===== src/rtl/video_pattern_gen_if.sv =====
// Pixel/timing bus between a video source and its consumer: 8-bit RGB plus
// dv/hs/vs and a frame-start marker, one pixel per clock.
interface video_pattern_gen_if;
    logic [7:0] tx_red;
    logic [7:0] tx_green;
    logic [7:0] tx_blue;
    logic       tx_dv;
    logic       tx_hs;
    logic       tx_vs;
    logic       frame_start;

    modport master (
        output tx_red, tx_green, tx_blue, tx_dv, tx_hs, tx_vs, frame_start
    );

    modport slave (
        input  tx_red, tx_green, tx_blue, tx_dv, tx_hs, tx_vs, frame_start
    );
endinterface


===== src/rtl/video_pattern_gen.sv =====
// video_pattern_gen: programmable raster timing plus one of four test patterns
// (colour bars, gray ramp, checkerboard, flat fill). Every output is registered
// one cycle after the counter state it describes. Active video sits at the start
// of each line and frame. Dropping en returns the block to its idle state and
// the next enabled cycle starts a fresh frame.
// Optional macro PATGEN_BOX_EN adds a bouncing 16x16 white box overlay.
module video_pattern_gen #(
    parameter int H_ACTIVE = 1280,
    parameter int H_FP     = 110,
    parameter int H_SYNC   = 40,
    parameter int H_BP     = 220,
    parameter int V_ACTIVE = 720,
    parameter int V_FP     = 5,
    parameter int V_SYNC   = 5,
    parameter int V_BP     = 20,
    parameter bit HS_POL   = 1'b1,
    parameter bit VS_POL   = 1'b1
) (
    input  logic                tx_clk,
    input  logic                rst,
    input  logic                en,
    input  logic [1:0]          pattern_sel,
    input  logic [23:0]         fill_rgb,
    video_pattern_gen_if.master vid
);
    localparam int H_TOTAL = H_ACTIVE + H_FP + H_SYNC + H_BP;
    localparam int V_TOTAL = V_ACTIVE + V_FP + V_SYNC + V_BP;
    localparam int HW      = $clog2(H_TOTAL);
    localparam int VW      = $clog2(V_TOTAL);
    localparam int BAR_W   = H_ACTIVE / 8;
    localparam int BW      = $clog2(BAR_W + 1);

    localparam logic [HW-1:0] H_LAST   = HW'(H_TOTAL - 1);
    localparam logic [HW-1:0] H_ACT    = HW'(H_ACTIVE);
    localparam logic [HW-1:0] HS_BEG   = HW'(H_ACTIVE + H_FP);
    localparam logic [HW-1:0] HS_END   = HW'(H_ACTIVE + H_FP + H_SYNC);
    localparam logic [VW-1:0] V_LAST   = VW'(V_TOTAL - 1);
    localparam logic [VW-1:0] V_ACT    = VW'(V_ACTIVE);
    localparam logic [VW-1:0] VS_BEG   = VW'(V_ACTIVE + V_FP);
    localparam logic [VW-1:0] VS_END   = VW'(V_ACTIVE + V_FP + V_SYNC);
    localparam logic [BW-1:0] BAR_LAST = BW'(BAR_W - 1);

    logic [HW-1:0] h_cnt_q, h_cnt_d;
    logic [VW-1:0] v_cnt_q, v_cnt_d;
    logic [BW-1:0] bar_pix_q, bar_pix_d;
    logic [2:0]    bar_idx_q, bar_idx_d;
    logic [1:0]    sel_q, sel_d;
    logic [23:0]   fill_q, fill_d;
    logic [23:0]   rgb_q, rgb_d;
    logic          dv_q, dv_d, hs_q, hs_d, vs_q, vs_d, fs_q, fs_d;

    logic          first_px, active;
    logic [1:0]    eff_sel;
    logic [23:0]   eff_fill, pix;

`ifdef PATGEN_BOX_EN
    localparam logic [HW-1:0] BOX_X_MAX = HW'(H_ACTIVE - 16);
    localparam logic [VW-1:0] BOX_Y_MAX = VW'(V_ACTIVE - 16);
    // bx/by hold the position for the next frame; cur_* is the frame being drawn
    logic [HW-1:0] bx_q, bx_d, cur_bx_q, cur_bx_d, box_x;
    logic [VW-1:0] by_q, by_d, cur_by_q, cur_by_d, box_y;
    logic          dx_neg_q, dx_neg_d, dy_neg_q, dy_neg_d;
`endif

    function automatic logic [23:0] bar_colour(input logic [2:0] idx);
        case (idx)
            3'd0:    bar_colour = 24'hFFFFFF;
            3'd1:    bar_colour = 24'hFFFF00;
            3'd2:    bar_colour = 24'h00FFFF;
            3'd3:    bar_colour = 24'h00FF00;
            3'd4:    bar_colour = 24'hFF00FF;
            3'd5:    bar_colour = 24'hFF0000;
            3'd6:    bar_colour = 24'h0000FF;
            default: bar_colour = 24'h000000;
        endcase
    endfunction

    // Next counter/shadow state and the registered pixel for the current position
    always_comb begin
        h_cnt_d   = h_cnt_q;
        v_cnt_d   = v_cnt_q;
        bar_pix_d = bar_pix_q;
        bar_idx_d = bar_idx_q;
        sel_d     = sel_q;
        fill_d    = fill_q;
        rgb_d     = 24'h0;
        dv_d      = 1'b0;
        hs_d      = ~HS_POL;
        vs_d      = ~VS_POL;
        fs_d      = 1'b0;
        first_px  = (h_cnt_q == '0) && (v_cnt_q == '0);
        active    = (h_cnt_q < H_ACT) && (v_cnt_q < V_ACT);
        // Pixel (0,0) already uses the freshly sampled config so the whole frame agrees
        eff_sel   = first_px ? pattern_sel : sel_q;
        eff_fill  = first_px ? fill_rgb : fill_q;
        pix       = 24'h0;
`ifdef PATGEN_BOX_EN
        bx_d      = bx_q;
        by_d      = by_q;
        cur_bx_d  = cur_bx_q;
        cur_by_d  = cur_by_q;
        dx_neg_d  = dx_neg_q;
        dy_neg_d  = dy_neg_q;
        box_x     = first_px ? bx_q : cur_bx_q;
        box_y     = first_px ? by_q : cur_by_q;
`endif
        if (!en) begin
            h_cnt_d   = '0;
            v_cnt_d   = '0;
            bar_pix_d = '0;
            bar_idx_d = '0;
        end else begin
            if (first_px) begin
                sel_d  = pattern_sel;
                fill_d = fill_rgb;
            end
            if (h_cnt_q == H_LAST) begin
                h_cnt_d = '0;
                v_cnt_d = (v_cnt_q == V_LAST) ? '0 : v_cnt_q + VW'(1);
            end else begin
                h_cnt_d = h_cnt_q + HW'(1);
            end
            // Bar index advances every BAR_W active pixels, restarting each line
            if (h_cnt_q == H_LAST) begin
                bar_pix_d = '0;
                bar_idx_d = '0;
            end else if (h_cnt_q < H_ACT) begin
                if (bar_pix_q == BAR_LAST) begin
                    bar_pix_d = '0;
                    bar_idx_d = bar_idx_q + 3'd1;
                end else begin
                    bar_pix_d = bar_pix_q + BW'(1);
                end
            end
            case (eff_sel)
                2'd0:    pix = bar_colour(bar_idx_q);
                2'd1:    pix = {3{8'(h_cnt_q)}};
                2'd2:    pix = (((32'(h_cnt_q) ^ 32'(v_cnt_q)) & 32'd32) == 32'd0) ? 24'hFFFFFF : 24'h0;
                default: pix = eff_fill;
            endcase
`ifdef PATGEN_BOX_EN
            if ((h_cnt_q >= box_x) && (h_cnt_q < box_x + HW'(16)) &&
                (v_cnt_q >= box_y) && (v_cnt_q < box_y + VW'(16)))
                pix = 24'hFFFFFF;
            // Bounce: when the step would leave the active area, reverse and step
            // the other way (holding only if that is blocked too)
            if (first_px) begin
                cur_bx_d = bx_q;
                cur_by_d = by_q;
                if (!dx_neg_q) begin
                    if (bx_q >= BOX_X_MAX) begin
                        dx_neg_d = 1'b1;
                        bx_d     = (bx_q == '0) ? bx_q : bx_q - HW'(1);
                    end else begin
                        bx_d = bx_q + HW'(1);
                    end
                end else begin
                    if (bx_q == '0) begin
                        dx_neg_d = 1'b0;
                        bx_d     = (bx_q >= BOX_X_MAX) ? bx_q : bx_q + HW'(1);
                    end else begin
                        bx_d = bx_q - HW'(1);
                    end
                end
                if (!dy_neg_q) begin
                    if (by_q >= BOX_Y_MAX) begin
                        dy_neg_d = 1'b1;
                        by_d     = (by_q == '0) ? by_q : by_q - VW'(1);
                    end else begin
                        by_d = by_q + VW'(1);
                    end
                end else begin
                    if (by_q == '0) begin
                        dy_neg_d = 1'b0;
                        by_d     = (by_q >= BOX_Y_MAX) ? by_q : by_q + VW'(1);
                    end else begin
                        by_d = by_q - VW'(1);
                    end
                end
            end
`endif
            rgb_d = active ? pix : 24'h0;
            dv_d  = active;
            hs_d  = ((h_cnt_q >= HS_BEG) && (h_cnt_q < HS_END)) ? HS_POL : ~HS_POL;
            vs_d  = ((v_cnt_q >= VS_BEG) && (v_cnt_q < VS_END)) ? VS_POL : ~VS_POL;
            fs_d  = first_px;
        end
    end

    // State and output registers with asynchronous reset to the idle state
    always_ff @(posedge tx_clk or posedge rst) begin
        if (rst) begin
            h_cnt_q   <= '0;
            v_cnt_q   <= '0;
            bar_pix_q <= '0;
            bar_idx_q <= '0;
            sel_q     <= '0;
            fill_q    <= '0;
            rgb_q     <= '0;
            dv_q      <= 1'b0;
            hs_q      <= ~HS_POL;
            vs_q      <= ~VS_POL;
            fs_q      <= 1'b0;
`ifdef PATGEN_BOX_EN
            bx_q      <= '0;
            by_q      <= '0;
            cur_bx_q  <= '0;
            cur_by_q  <= '0;
            dx_neg_q  <= 1'b0;
            dy_neg_q  <= 1'b0;
`endif
        end else begin
            h_cnt_q   <= h_cnt_d;
            v_cnt_q   <= v_cnt_d;
            bar_pix_q <= bar_pix_d;
            bar_idx_q <= bar_idx_d;
            sel_q     <= sel_d;
            fill_q    <= fill_d;
            rgb_q     <= rgb_d;
            dv_q      <= dv_d;
            hs_q      <= hs_d;
            vs_q      <= vs_d;
            fs_q      <= fs_d;
`ifdef PATGEN_BOX_EN
            bx_q      <= bx_d;
            by_q      <= by_d;
            cur_bx_q  <= cur_bx_d;
            cur_by_q  <= cur_by_d;
            dx_neg_q  <= dx_neg_d;
            dy_neg_q  <= dy_neg_d;
`endif
        end
    end

    assign vid.tx_red      = rgb_q[23:16];
    assign vid.tx_green    = rgb_q[15:8];
    assign vid.tx_blue     = rgb_q[7:0];
    assign vid.tx_dv       = dv_q;
    assign vid.tx_hs       = hs_q;
    assign vid.tx_vs       = vs_q;
    assign vid.frame_start = fs_q;
endmodule


===== src/flat_wrapper.sv =====
// flat-port wrapper written by rule: the top's interface ports become plain ports
module video_pattern_gen_flat 
#(
    parameter int H_ACTIVE = 1280,
    parameter int H_FP     = 110,
    parameter int H_SYNC   = 40,
    parameter int H_BP     = 220,
    parameter int V_ACTIVE = 720,
    parameter int V_FP     = 5,
    parameter int V_SYNC   = 5,
    parameter int V_BP     = 20,
    parameter bit HS_POL   = 1'b1,
    parameter bit VS_POL   = 1'b1
)
  (tx_clk, rst, en, pattern_sel, fill_rgb, vid_tx_red, vid_tx_green, vid_tx_blue, vid_tx_dv, vid_tx_hs, vid_tx_vs, vid_frame_start);
  video_pattern_gen_if vid_i ();
  input  logic tx_clk;
  input  logic rst;
  input  logic en;
  input  logic [1:0] pattern_sel;
  input  logic [23:0] fill_rgb;
  output wire logic [$bits(vid_i.tx_red)-1:0] vid_tx_red;
  output wire logic [$bits(vid_i.tx_green)-1:0] vid_tx_green;
  output wire logic [$bits(vid_i.tx_blue)-1:0] vid_tx_blue;
  output wire logic [$bits(vid_i.tx_dv)-1:0] vid_tx_dv;
  output wire logic [$bits(vid_i.tx_hs)-1:0] vid_tx_hs;
  output wire logic [$bits(vid_i.tx_vs)-1:0] vid_tx_vs;
  output wire logic [$bits(vid_i.frame_start)-1:0] vid_frame_start;
  assign vid_tx_red = vid_i.tx_red;
  assign vid_tx_green = vid_i.tx_green;
  assign vid_tx_blue = vid_i.tx_blue;
  assign vid_tx_dv = vid_i.tx_dv;
  assign vid_tx_hs = vid_i.tx_hs;
  assign vid_tx_vs = vid_i.tx_vs;
  assign vid_frame_start = vid_i.frame_start;
  video_pattern_gen #(.H_ACTIVE(H_ACTIVE), .H_FP(H_FP), .H_SYNC(H_SYNC), .H_BP(H_BP), .V_ACTIVE(V_ACTIVE), .V_FP(V_FP), .V_SYNC(V_SYNC), .V_BP(V_BP), .HS_POL(HS_POL), .VS_POL(VS_POL)) u_core (.tx_clk(tx_clk), .rst(rst), .en(en), .pattern_sel(pattern_sel), .fill_rgb(fill_rgb), .vid(vid_i));
endmodule

===== config.mk =====
export PLATFORM = sky130hd
export DESIGN_NAME = video_pattern_gen_flat
export DESIGN_NICKNAME = d
export VERILOG_FILES = /design/src/rtl/video_pattern_gen_if.sv /design/src/rtl/video_pattern_gen.sv /design/src/flat_wrapper.sv
export SDC_FILE = /design/constraint.sdc
export NUM_CORES = 1
export LEC_CHECK = 0
export CORE_MARGIN = 5
export CORE_UTILIZATION = 56
export CTS_CLUSTER_SIZE = 25
export DETAILED_ROUTE_END_ITERATION = 12
export PLACE_DENSITY = 0.83
export SLEW_MARGIN = 5
export SYNTH_ARGS = -nofsm -noshare
export SYNTH_HDL_FRONTEND = slang
export SYNTH_SLANG_ARGS = --single-unit

===== constraint.sdc =====
create_clock -name tx_clk -period 3.6 [get_ports tx_clk]
set_clock_uncertainty 0.1 [all_clocks]
set_input_delay 0.54 -clock tx_clk [delete_from_list [all_inputs] [get_ports tx_clk]]
set_output_delay 0.54 -clock tx_clk [all_outputs]
set_load 0.05 [all_outputs]

==> results of run 1 <==
[kinds of logic (layout without fill, tap and decap cells)]
kind of cell	Yosys count	count (layout)	share of synthesized area (%)
xor+xnor	12	12	2.35
simple gates	156	156	18.9
mux	29	29	7.45
compound gates	79	79	14.8
flops	86	86	48.2
fa+ha+maj	13	13	3.64
buf+inv	44	94	4.76
[report_power, final]
part / switching [mW] / total [mW] / internal (mW)
logic: 0.419 / 0.654 / 0.235
registers: 0.0731 / 1.16 / 1.09
clock network: 0.371 / 0.703 / 0.332
[cell usage after synthesis (all sizes together), types with 3 or more instances]
library cell	instances	share of area (%)
dfrtp	86	48
inv	16	1.3
a31oi	3	0.42
a2111oi	25	6.0
and3	7	0.98
nor4	6	1.1
buf	20	2.7
ha	13	3.6
nand3b	3	0.50
o31ai	12	3.0
mux2i	4	1.1
nor3b	3	0.50
xor2	7	1.4
nand3	20	2.4
xnor2	5	0.98
clkbuf	8	0.67
o21ai	21	2.4
nand4	6	0.84
a21oi	6	0.67
nand2	25	2.2
nor3	53	6.2
mux2	25	6.3
nor2	23	2.1
[stage by stage]
| stage | setup slack, ns | util (%) |
|---|---|---|
| final | 0.574 | 67.7 |
| after detailed placement | 0.633 | 65.0 |
| after CTS | 0.603 | 67.7 |
| after global placement | 0.809 | 65.0 |
| after floorplan | 0.738 | - |
| after global routing | 0.198 | 67.7 |
[flip-flops by register name, summed over array words and instances (netlist names)]
register	flops
u_core.bar_idx_q	3
u_core.bar_pix_q	8
u_core.fill_q	24
u_core.h_cnt_q	11
u_core.rgb_q	24
u_core.sel_q	2
u_core.v_cnt_q	10
u_core.vid.frame_start	1
u_core.vid.tx_dv	1
u_core.vid.tx_hs	1
u_core.vid.tx_vs	1
[per-layer routing]
metal / up-vias / global-route usage [%] / part of all wire [%]
met4: 0 / 10.4 / 2.4
met2: 147 / 36.6 / 48
met3: 27 / 4.35 / 6.2
li1: 1643 / - / -
met5: - / 0 / 0
met1: 1817 / 30.0 / 43
[worst max-delay path, delay by kind of cell, from the launching register on]
| kind | cells | cell delay [ns] |
|---|---|---|
| simple gates | 3 | 1.14 |
| mux | 1 | 0.37 |
| compound gates | 1 | 0.54 |
| flops | 1 | 0.43 |
| fa+ha+maj | 1 | 0.15 |
| buf+inv | 1 | 0.14 |
[cells in the final DEF (no fill, tap or decap), types with 4 or more instances in the layout]
cell and instances:
a21oi_1 6, nand4_1 6, and3_1 7, ha_1 13
a2111oi_2 8, inv_1 14, mux2_1 25, xor2_1 7
nor2_1 22, o31ai_2 6, nor3_1 52, buf_4 6
xnor2_1 5, nand3_1 19, clkdlybuf4s50_1 56, a2111oi_0 17
o21ai_0 10, o21ai_1 11, dfrtp_1 86, o31ai_1 5
nand2_1 24, clkbuf_8 9, nor4_1 4
[cell type report]
| type | instances | share of cell area (%) |
|---|---|---|
| inverter | 16 | 1.17 |
| tap | 102 | 2.43 |
| multi-input combinational | 289 | 40.0 |
| timing repair buffer | 62 | 11.5 |
| clock inverter | 7 | 1.55 |
| clock buffer | 9 | 2.36 |
| sequential | 86 | 40.9 |
[worst paths after layout]
kind,endpoint,start,slack (ns),depth (start not counted)
setup / recovery,u_core.rgb_q[19],u_core.v_cnt_q[1],0.57,7
setup reg to reg,u_core.rgb_q[19],u_core.v_cnt_q[1],0.57,7
max in group asynchronous,u_core.bar_pix_q[4],rst,1.99,3
hold reg to reg,u_core.fill_q[19],u_core.fill_q[19],0.40,1
hold / removal,u_core.fill_q[19],u_core.fill_q[19],0.40,1
min in group asynchronous,u_core.fill_q[3],rst,0.64,2
==> results by group, run 1 <==
Outcome
  – Status: completed

Hold path
  – Min-Delay Path Class: register to register

Yosys
  – Netlist cell types: 52
  – Asr flop ratio synth: 100%
  – FF+latch count, synth: 86
  – Synthesized area per cell: 10.7 um2
  – Post-synth EDFFs: 0
  – Post-synthesis instance area: 4470 um2
  – Syn nets: 461
  – Ys flop type: dfrtp_1
  – Register area share after synthesis: 48.2%
  – Mapped Cells: 419
  – Synth warn: 0

Floorplanning
  – Core area: 7770 um2
  – Starting Density: 57.5%
  – Die width: 99.3 um
  – Num rows: 32
  – Io pins: 57
  – Die area: 9870 um2
  – Die height: 99.3 um

STA
  – RSZ-0062 raised after global routing: no
  – Setup TNS: 0 ns
  – Worst Max-Slew Pin Slew: 1.10 ns
  – Final hold slack: 0.399 ns
  – Tcrit/Tclk final: 84.0%
  – Min cycle time layout: 3.03 ns
  – Slew HR: 26.9%
  – Final setup viols: 0
  – Max-slew violations: 0
  – Fmax: 331 MHz
  – Fin. Hold Viols: 0

Finish
  – Nets: 506
  – Multi-input gate area: 2100 um2
  – Fill count: 577
  – Register area: 2150 um2
  – Fin cells: 571
  – Design Area, Final: 5260 um2
  – Layout area overhead: 17.6%
  – # diodes: 0
  – Layout cells sized above 1: 11.3%

Critical path
  – Startpoint types: register
  – Crit path kind: register to register
  – Worst Setup End Kind: register
  – CP Data Required Time: 3.70 ns
  – Crit-path cells: inv_1, ha_1, nor3b_1, nand3_1, or2_1, mux2i_2, a2111oi_0
  – Crit-path slowest cell: or2_1
  – Slowest stage delay, CP: 0.64 ns
  – Critical Path Fanout Max: 26
  – CP arrival: 3.12 ns

Detailed routing
  – DR vias: 3,634
  – Vias/cell: 6.36
  – DRT iter0 DRCs: 341
  – Routed Antenna Nets: 0
  – DR WL/cell: 19.0 um
  – Drt total wl: 10.8 mm
  – DRC: 0
  – Drt first pass iters: 5

GRT
  – Largest net degree at the start of global routing: 66
  – GRT Total Usage: 22.8%
  – First-pass GRT wire length: 18.0 mm
  – Vias in the first global route: 3,614
  – Initial antenna violation count: 0
  – Grt ovf: 0

Clocking
  – Hold-fix buffers, CTS: 0
  – Sink Count: 86
  – Post-CTS Resized: 0
  – CTS H-Tree Depth: 3
  – CTS tree: built
  – Clock-pin transition on the worst setup and hold timing paths: 0.09 ns
  – Max clock buf depth: 2
  – CTS buffer count: 9
  – Clock Latency Late Sink: 0.36 ns
  – Setup bufs post-CTS: 0
  – Clock tree root buffer cell: clkbuf_8

Power and ir drop
  – VDD IR max: 0.259 mV
  – Final Power: 2.52 mW
  – Leakage: 2.11 nW
  – P per Cell Area: 480 nW/um2

Placed design
  – Placed Instance Area: 5050 um2
  – Detail Placement HPWL: 7.46 mm
  – Placed insts: 555
  – Gpl congestion: 0.914
  – Port bufs: 56

Flow run
  – Max cap viols: 0
Power figures use the tool's default switching activity.
==> run 2: changes to the inputs <==
==> constraint.sdc (replaced) <==
create_clock -name tx_clk -period 3 [get_ports tx_clk]
set_clock_uncertainty 0.1 [all_clocks]
set_input_delay 0.45 -clock tx_clk [delete_from_list [all_inputs] [get_ports tx_clk]]
set_output_delay 0.45 -clock tx_clk [all_outputs]
set_load 0.05 [all_outputs]
==> results by group, run 2 (synthesis results as in run 1) <==
Critical path
  – Reg2Reg Depth: 7 (unchanged)
  – Startpoint types: register
  – Delay-heaviest family, CP: simple AND/OR/NAND/NOR gates
  – CP arrival: 2.79 ns (-0.33 ns)
  – Slowest stage delay, CP: 0.50 ns (-0.14 ns)
  – Crit-path slowest cell: a2111oi_0
  – Critical Path Fanout Max: 8 (-69%)
  – Crit-path cells: inv_1, ha_1, nor3b_1, nand3_1, or2_1, mux2i_2, a2111oi_0
  – Buf/Inv on CP: 1 (unchanged)
  – Worst Setup End Kind: register
  – Crit path kind: register to register
  – Critical path depth: 7 (unchanged)
  – CP Data Required Time: 3.12 ns (-0.58 ns)

GRT
  – Vias in the first global route: 3,456 (-4.4%)
  – Grt ovf: 0 (unchanged)
  – First-pass GRT wire length: 17.6 mm (-2.2%)
  – GRT Total Usage: 22.2% (-0.60 points)
  – Initial antenna violation count: 0 (unchanged)
  – Largest net degree at the start of global routing: 87 (+32%)

Finish
  – Most frequent cells in the layout: dfrtp_1 (86), clkdlybuf4s50_1 (56), nor3_1 (52), mux2_1 (25), nand2_1 (24)
  – # diodes: 0 (unchanged)
  – Layout cells sized above 1: 11.9% (+0.56 points)
  – Nets: 509 (+0.59%)
  – Layout area overhead: 18.5%
  – Fill count: 591 (+2.4%)
  – Finished Core Util: 68.2% (+0.52 points)
  – Top flop regs: u_core.fill_q x24, u_core.rgb_q x24, u_core.h_cnt_q x11
  – Commonest non-fill, non-tap cell in the layout: dfrtp_1

Floorplanning
  – Die area: 9870 um2 (unchanged)
  – Starting Density: 57.5% (unchanged)
  – Io pins: 57 (unchanged)
  – Die height: 99.3 um (unchanged)
  – Core area: 7770 um2 (unchanged)
  – Die width: 99.3 um (unchanged)
  – Num rows: 32 (unchanged)

STA
  – Final setup viols: 0 (unchanged)
  – RSZ-0062 raised after global routing: no
  – Fmax: 375 MHz (+13%)
  – Fin. Hold Viols: 0 (unchanged)
  – Tcrit/Tclk final: 88.9% (+4.8 points)
  – Worst Max-Slew Pin Slew: 0.894 ns (-0.201 ns)
  – Slew HR: 40.3% (+13 points)
  – Setup TNS: 0 ns (unchanged)
  – Final worst slack: 0.334 ns (-0.240 ns)
  – Min cycle time layout: 2.67 ns (-0.360 ns)
  – Max-slew violations: 0 (unchanged)

Power and ir drop
  – Leakage: 2.13 nW (+0.80%)
  – Part of the power in registers: 45.9% (-0.3 points)
  – Final Power: 3.04 mW (+21%)
  – P per Cell Area: 574 nW/um2 (+20%)
  – NetSw: 1.04 mW (+20%)
  – Internal: 2.00 mW (+21%)
  – VDD IR max: 0.251 mV (-2.9%)
  – Clock share of power: 28.1% (+0.2 points)
  – Logic pwr share: 26.0% (about the same)
  – Sw Share: 34.2% (-0.079 points)

Clocking
  – CTS tree: built
  – Hold-fix buffers, CTS: 0 (unchanged)
  – CTS H-Tree Depth: 3 (unchanged)
  – Post-CTS Resized: 0 (unchanged)
  – Max clock buf depth: 2 (unchanged)
  – Clock-pin transition on the worst setup and hold timing paths: 0.10 ns (about the same)
  – Sink Count: 86 (unchanged)
  – CTS buffer count: 9 (unchanged)
  – Clock tree root buffer cell: clkbuf_8
  – Setup bufs post-CTS: 0 (unchanged)
  – Clock Latency Late Sink: 0.35 ns (about the same)

Flow run
  – Max cap viols: 0 (unchanged)

Placed design
  – Detail Placement HPWL: 7.26 mm (-2.7%)
  – Place WS: 0.378 ns (-0.255 ns)
  – Port bufs: 56 (unchanged)
  – Gpl congestion: 0.827 (-9.5%)

Detailed routing
  – Drt first pass iters: 5 (unchanged)
  – DRT iter0 DRCs: 278 (-18%)
  – Routed Antenna Nets: 0 (unchanged)
  – DR vias: 3,549 (-2.3%)
  – Drt total wl: 10.6 mm (-2.7%)
  – DRC: 0 (unchanged)
  – DR WL/cell: 18.4 um (-3.2%)
  – Vias/cell: 6.18 (-2.8%)

Outcome
  – Status: completed

Hold path
  – Min-Delay Path Class: input port to asynchronous set/reset pin
-- run 2: layer usage --
| metal | routed length, um | GRT usage, % | vias up |
|---|---|---|---|
| li1 | - | - | 1653 |
| met2 | 5160 | 35.7 | 149 |
| met1 | 4580 | 30.6 | 1730 |
| met4 | 175 | 8.09 | 0 |
| met3 | 631 | 3.51 | 17 |
| met5 | 0 | 0 | - |
-- run 2: tightest hold or removal path, cell delays in order --
cell             delay (ns)
clkdlybuf4s50_1        0.42
clkinv_2               0.07
buf_12                 0.35
-- run 2: cell type report --
cell class	instances	area (um2)	area share, %
Sequential cell	86	2150	40.6
Multi-Input combinational cell	289	2100	39.7
Timing Repair Buffer	65	641	12.1
Tap cell	102	128	2.41
Clock buffer	9	124	2.34
Clock inverter	7	86.3	1.63
Inverter	16	61.3	1.16
-- run 2: per-stage QoR --
step                cells  hold slack (ns)  cell area (um2)
global route          574            0.417             5300
global placement      558            0.369             5090
CTS                   574            0.401             5300
finish                574            0.398             5300
detailed placement    558            0.376             5090
floorplan             419            0.356             4470
-- run 2: final timing paths --
path | slack [ns] | from | end
setup / recovery | 0.33 | u_core.v_cnt_q[0] | u_core.rgb_q[12]
hold / removal | 0.40 | rst | u_core.fill_q[2]
setup reg to reg | 0.33 | u_core.v_cnt_q[0] | u_core.rgb_q[12]
hold reg to reg | 0.40 | u_core.bar_pix_q[0] | u_core.bar_pix_q[0]
max in group asynchronous | 2.03 | rst | u_core.v_cnt_q[1]
min in group tx_clk | 0.40 | u_core.bar_pix_q[0] | u_core.bar_pix_q[0]
-- run 2: power by group through the flow --
stage	logic, mW	clock network [mW]	registers [mW]
global route	0.837	0.930	1.41
detailed placement	0.789	0	1.41
global placement	0.771	0	1.41
CTS	0.792	0.878	1.39
floorplan	0.328	0	1.60
finish	0.791	0.853	1.40
==> run 3: changes to the inputs <==
--- a/config.mk
+++ b/config.mk
@@ -6,10 +6,11 @@
 export NUM_CORES = 1
 export LEC_CHECK = 0
 export CORE_MARGIN = 5
-export CORE_UTILIZATION = 56
+export CORE_UTILIZATION = 60
+export CTS_BUF_LIST = sky130_fd_sc_hd__clkbuf_8 sky130_fd_sc_hd__clkbuf_16
 export CTS_CLUSTER_SIZE = 25
 export DETAILED_ROUTE_END_ITERATION = 12
-export PLACE_DENSITY = 0.83
+export PLACE_DENSITY = 0.88
 export SLEW_MARGIN = 5
 export SYNTH_ARGS = -nofsm -noshare
 export SYNTH_HDL_FRONTEND = slang
==> constraint.sdc (replaced) <==
create_clock -name tx_clk -period 3.1 [get_ports tx_clk]
set_clock_uncertainty 0.1 [all_clocks]
set_input_delay 0.465 -clock tx_clk [delete_from_list [all_inputs] [get_ports tx_clk]]
set_output_delay 0.465 -clock tx_clk [all_outputs]
set_load 0.05 [all_outputs]
==> results by group, run 3 (synthesis results as in run 1) <==
Outcome
  – Status: completed

Critical path
  – Delay-heaviest family, CP: compound AO/OA/AOI/OAI gates
  – CP Data Required Time: 3.19 ns (+0.07 ns)
  – Slowest stage delay, CP: 0.85 ns (+0.35 ns)
  – Startpoint types: register
  – Crit path kind: register to register
  – Buf/Inv on CP: 1 (unchanged)
  – Crit-path cells: inv_1, ha_1, nand4_1, o31a_1, nand3_2, a2111oi_0
  – Critical Path Fanout Max: 25 (+17)
  – Worst Setup End Kind: register
  – Crit-path slowest cell: a2111oi_0
  – CP arrival: 3.07 ns (+0.28 ns)

GRT
  – Initial antenna violation count: 0 (unchanged)
  – Largest net degree at the start of global routing: 38 (-56%)
  – GRT Total Usage: 26.2% (+4.1 points)
  – Vias in the first global route: 3,650 (+5.6%)
  – First-pass GRT wire length: 18.4 mm (+4.6%)
  – Grt ovf: 0 (unchanged)

Detailed routing
  – Vias/cell: 6.40 (+3.5%)
  – DRT iter0 DRCs: 383 (+38%)
  – DR vias: 3,653 (+2.9%)
  – Drt first pass iters: 5 (unchanged)
  – DR WL/cell: 20.3 um (+11%)
  – DRC: 0 (unchanged)
  – Drt total wl: 11.6 mm (+10%)
  – Routed Antenna Nets: 0 (unchanged)

STA
  – RSZ-0062 raised after global routing: no
  – Tcrit/Tclk final: 96.0% (+7.2 points)
  – Fmax: 336 MHz (-10%)
  – Fin. Hold Viols: 0 (unchanged)
  – Final hold slack: 0.378 ns (-0.0199 ns)
  – Final setup viols: 0 (unchanged)
  – Slew HR: 39.9% (-0.33 points)
  – Max-slew violations: 0 (unchanged)
  – Min cycle time layout: 2.98 ns (+0.311 ns)
  – Setup TNS: 0 ns (unchanged)
  – Worst Max-Slew Pin Slew: 0.899 ns (+0.00490 ns)

Clocking
  – Clock-pin transition on the worst setup and hold timing paths: 0.10 ns (about the same)
  – Setup bufs post-CTS: 0 (unchanged)
  – Clock tree root buffer cell: clkbuf_8
  – Clock Latency Late Sink: 0.37 ns (+0.02 ns)
  – CTS H-Tree Depth: 3 (unchanged)
  – Sink Count: 86 (unchanged)
  – CTS tree: built
  – CTS buffer count: 9 (unchanged)
  – Hold-fix buffers, CTS: 0 (unchanged)
  – Max clock buf depth: 2 (unchanged)

Power and ir drop
  – P per Cell Area: 574 nW/um2 (about the same)
  – Leakage: 2.13 nW (+0.32%)
  – VDD IR max: 0.275 mV (+9.6%)

Finish
  – Design Area, Final: 5310 um2 (+0.26%)
  – Layout area overhead: 18.8%
  – Most frequent cells in the layout: dfrtp_1 (86), clkdlybuf4s50_1 (56), nor3_1 (52), mux2_1 (25), nand2_1 (24)
  – Nets: 509 (unchanged)
  – Top flop regs: u_core.fill_q x24, u_core.rgb_q x24, u_core.h_cnt_q x11
  – Layout cells sized above 1: 11.9% (unchanged)
  – Commonest non-fill, non-tap cell in the layout: dfrtp_1
  – # diodes: 0 (unchanged)

Placed design
  – Detail Placement HPWL: 7.77 mm (+7.0%)
  – Port bufs: 56 (unchanged)
  – Gpl congestion: 0.895 (+8.3%)
  – Placed Instance Area: 5080 um2 (about the same)

Floorplanning
  – Die width: 96.3 um (-3.1%)
  – Core area: 7250 um2 (-6.6%)
  – Num rows: 31 (-3.1%)
  – Die height: 96.3 um (-3.1%)
  – Io pins: 57 (unchanged)
  – Die area: 9270 um2 (-6.0%)
  – Starting Density: 61.6% (+4.1 points)

Hold path
  – Min-Delay Path Class: input port to asynchronous set/reset pin

Flow run
  – Max cap viols: 0 (unchanged)
run 3: cell types whose count changed in the layout (fill, tap and decap cells not counted):
cell,previous run,this run
inv_6,2,3
bufinv_16,1,2
a2111oi_1,0,1
a2111oi_0,17,16
inv_8,2,0
run 3: area by class of cell:
type | count | area (um2)
tap | 99 | 124
timing repair buffer | 65 | 641
multi-input combinational | 289 | 2110
clock buffer | 9 | 124
sequential | 86 | 2150
inverter | 16 | 61.3
clock inverter | 7 | 103
fill | 521 | 1940
run 3: where the power goes:
group	total [mW]	leakage, nW	internal, mW	switching (mW)
clock network	0.907	0.111	0.464	0.443
registers	1.36	1.11	1.27	0.0927
logic	0.782	0.916	0.279	0.503
total	3.05	2.13	2.01	1.04
run 3: metrics by stage:
stage	setup slack (ns)	util, %	total power, mW	instances
final	0.124	73.2	3.05	571
after global routing	0.0650	73.2	3.17	571
after CTS	0.275	73.2	3.04	571
after detailed placement	0.387	70.1	2.14	555
after global placement	0.588	70.1	2.11	555
after floorplan	0.313	-	1.87	419
run 3: worst reg2reg max path, delay by kind of cell, from the launching register on:
kind | cells | cell delay (ns)
flops | 1 | 0.44
simple gates | 2 | 0.76
fa+ha+maj | 1 | 0.18
compound gates | 2 | 1.22
buf+inv | 1 | 0.09
run 3: what timing repair did:
| action | 4_1_cts | 5_1_grt |
|---|---|---|
| endpoints found under the setup margin | 0 | 1 |
| resized for setup | 0 | 1 |
| endpoints found under the hold margin | 0 | 0 |
run 3: final timing paths:
path	cells after the start	start	endpoint	slack, ns
min in group tx_clk	1	u_core.bar_pix_q[0]	u_core.bar_pix_q[0]	0.40
setup / recovery	6	u_core.h_cnt_q[1]	u_core.rgb_q[19]	0.12
hold reg to reg	1	u_core.bar_pix_q[0]	u_core.bar_pix_q[0]	0.40
max in group asynchronous	3	rst	u_core.bar_pix_q[0]	1.86
setup reg to reg	6	u_core.h_cnt_q[1]	u_core.rgb_q[19]	0.12
hold / removal	2	rst	u_core.rgb_q[23]	0.38
run 3: routing by layer:
| layer | vias to the layer above | part of all wire [%] | GRT usage [%] |
|---|---|---|---|
| met5 | - | 0 | 0 |
| met4 | 0 | 2.5 | 9.58 |
| met3 | 27 | 6.2 | 6.10 |
| met2 | 141 | 50 | 43.7 |
| met1 | 1844 | 41 | 33.4 |
| li1 | 1641 | - | - |
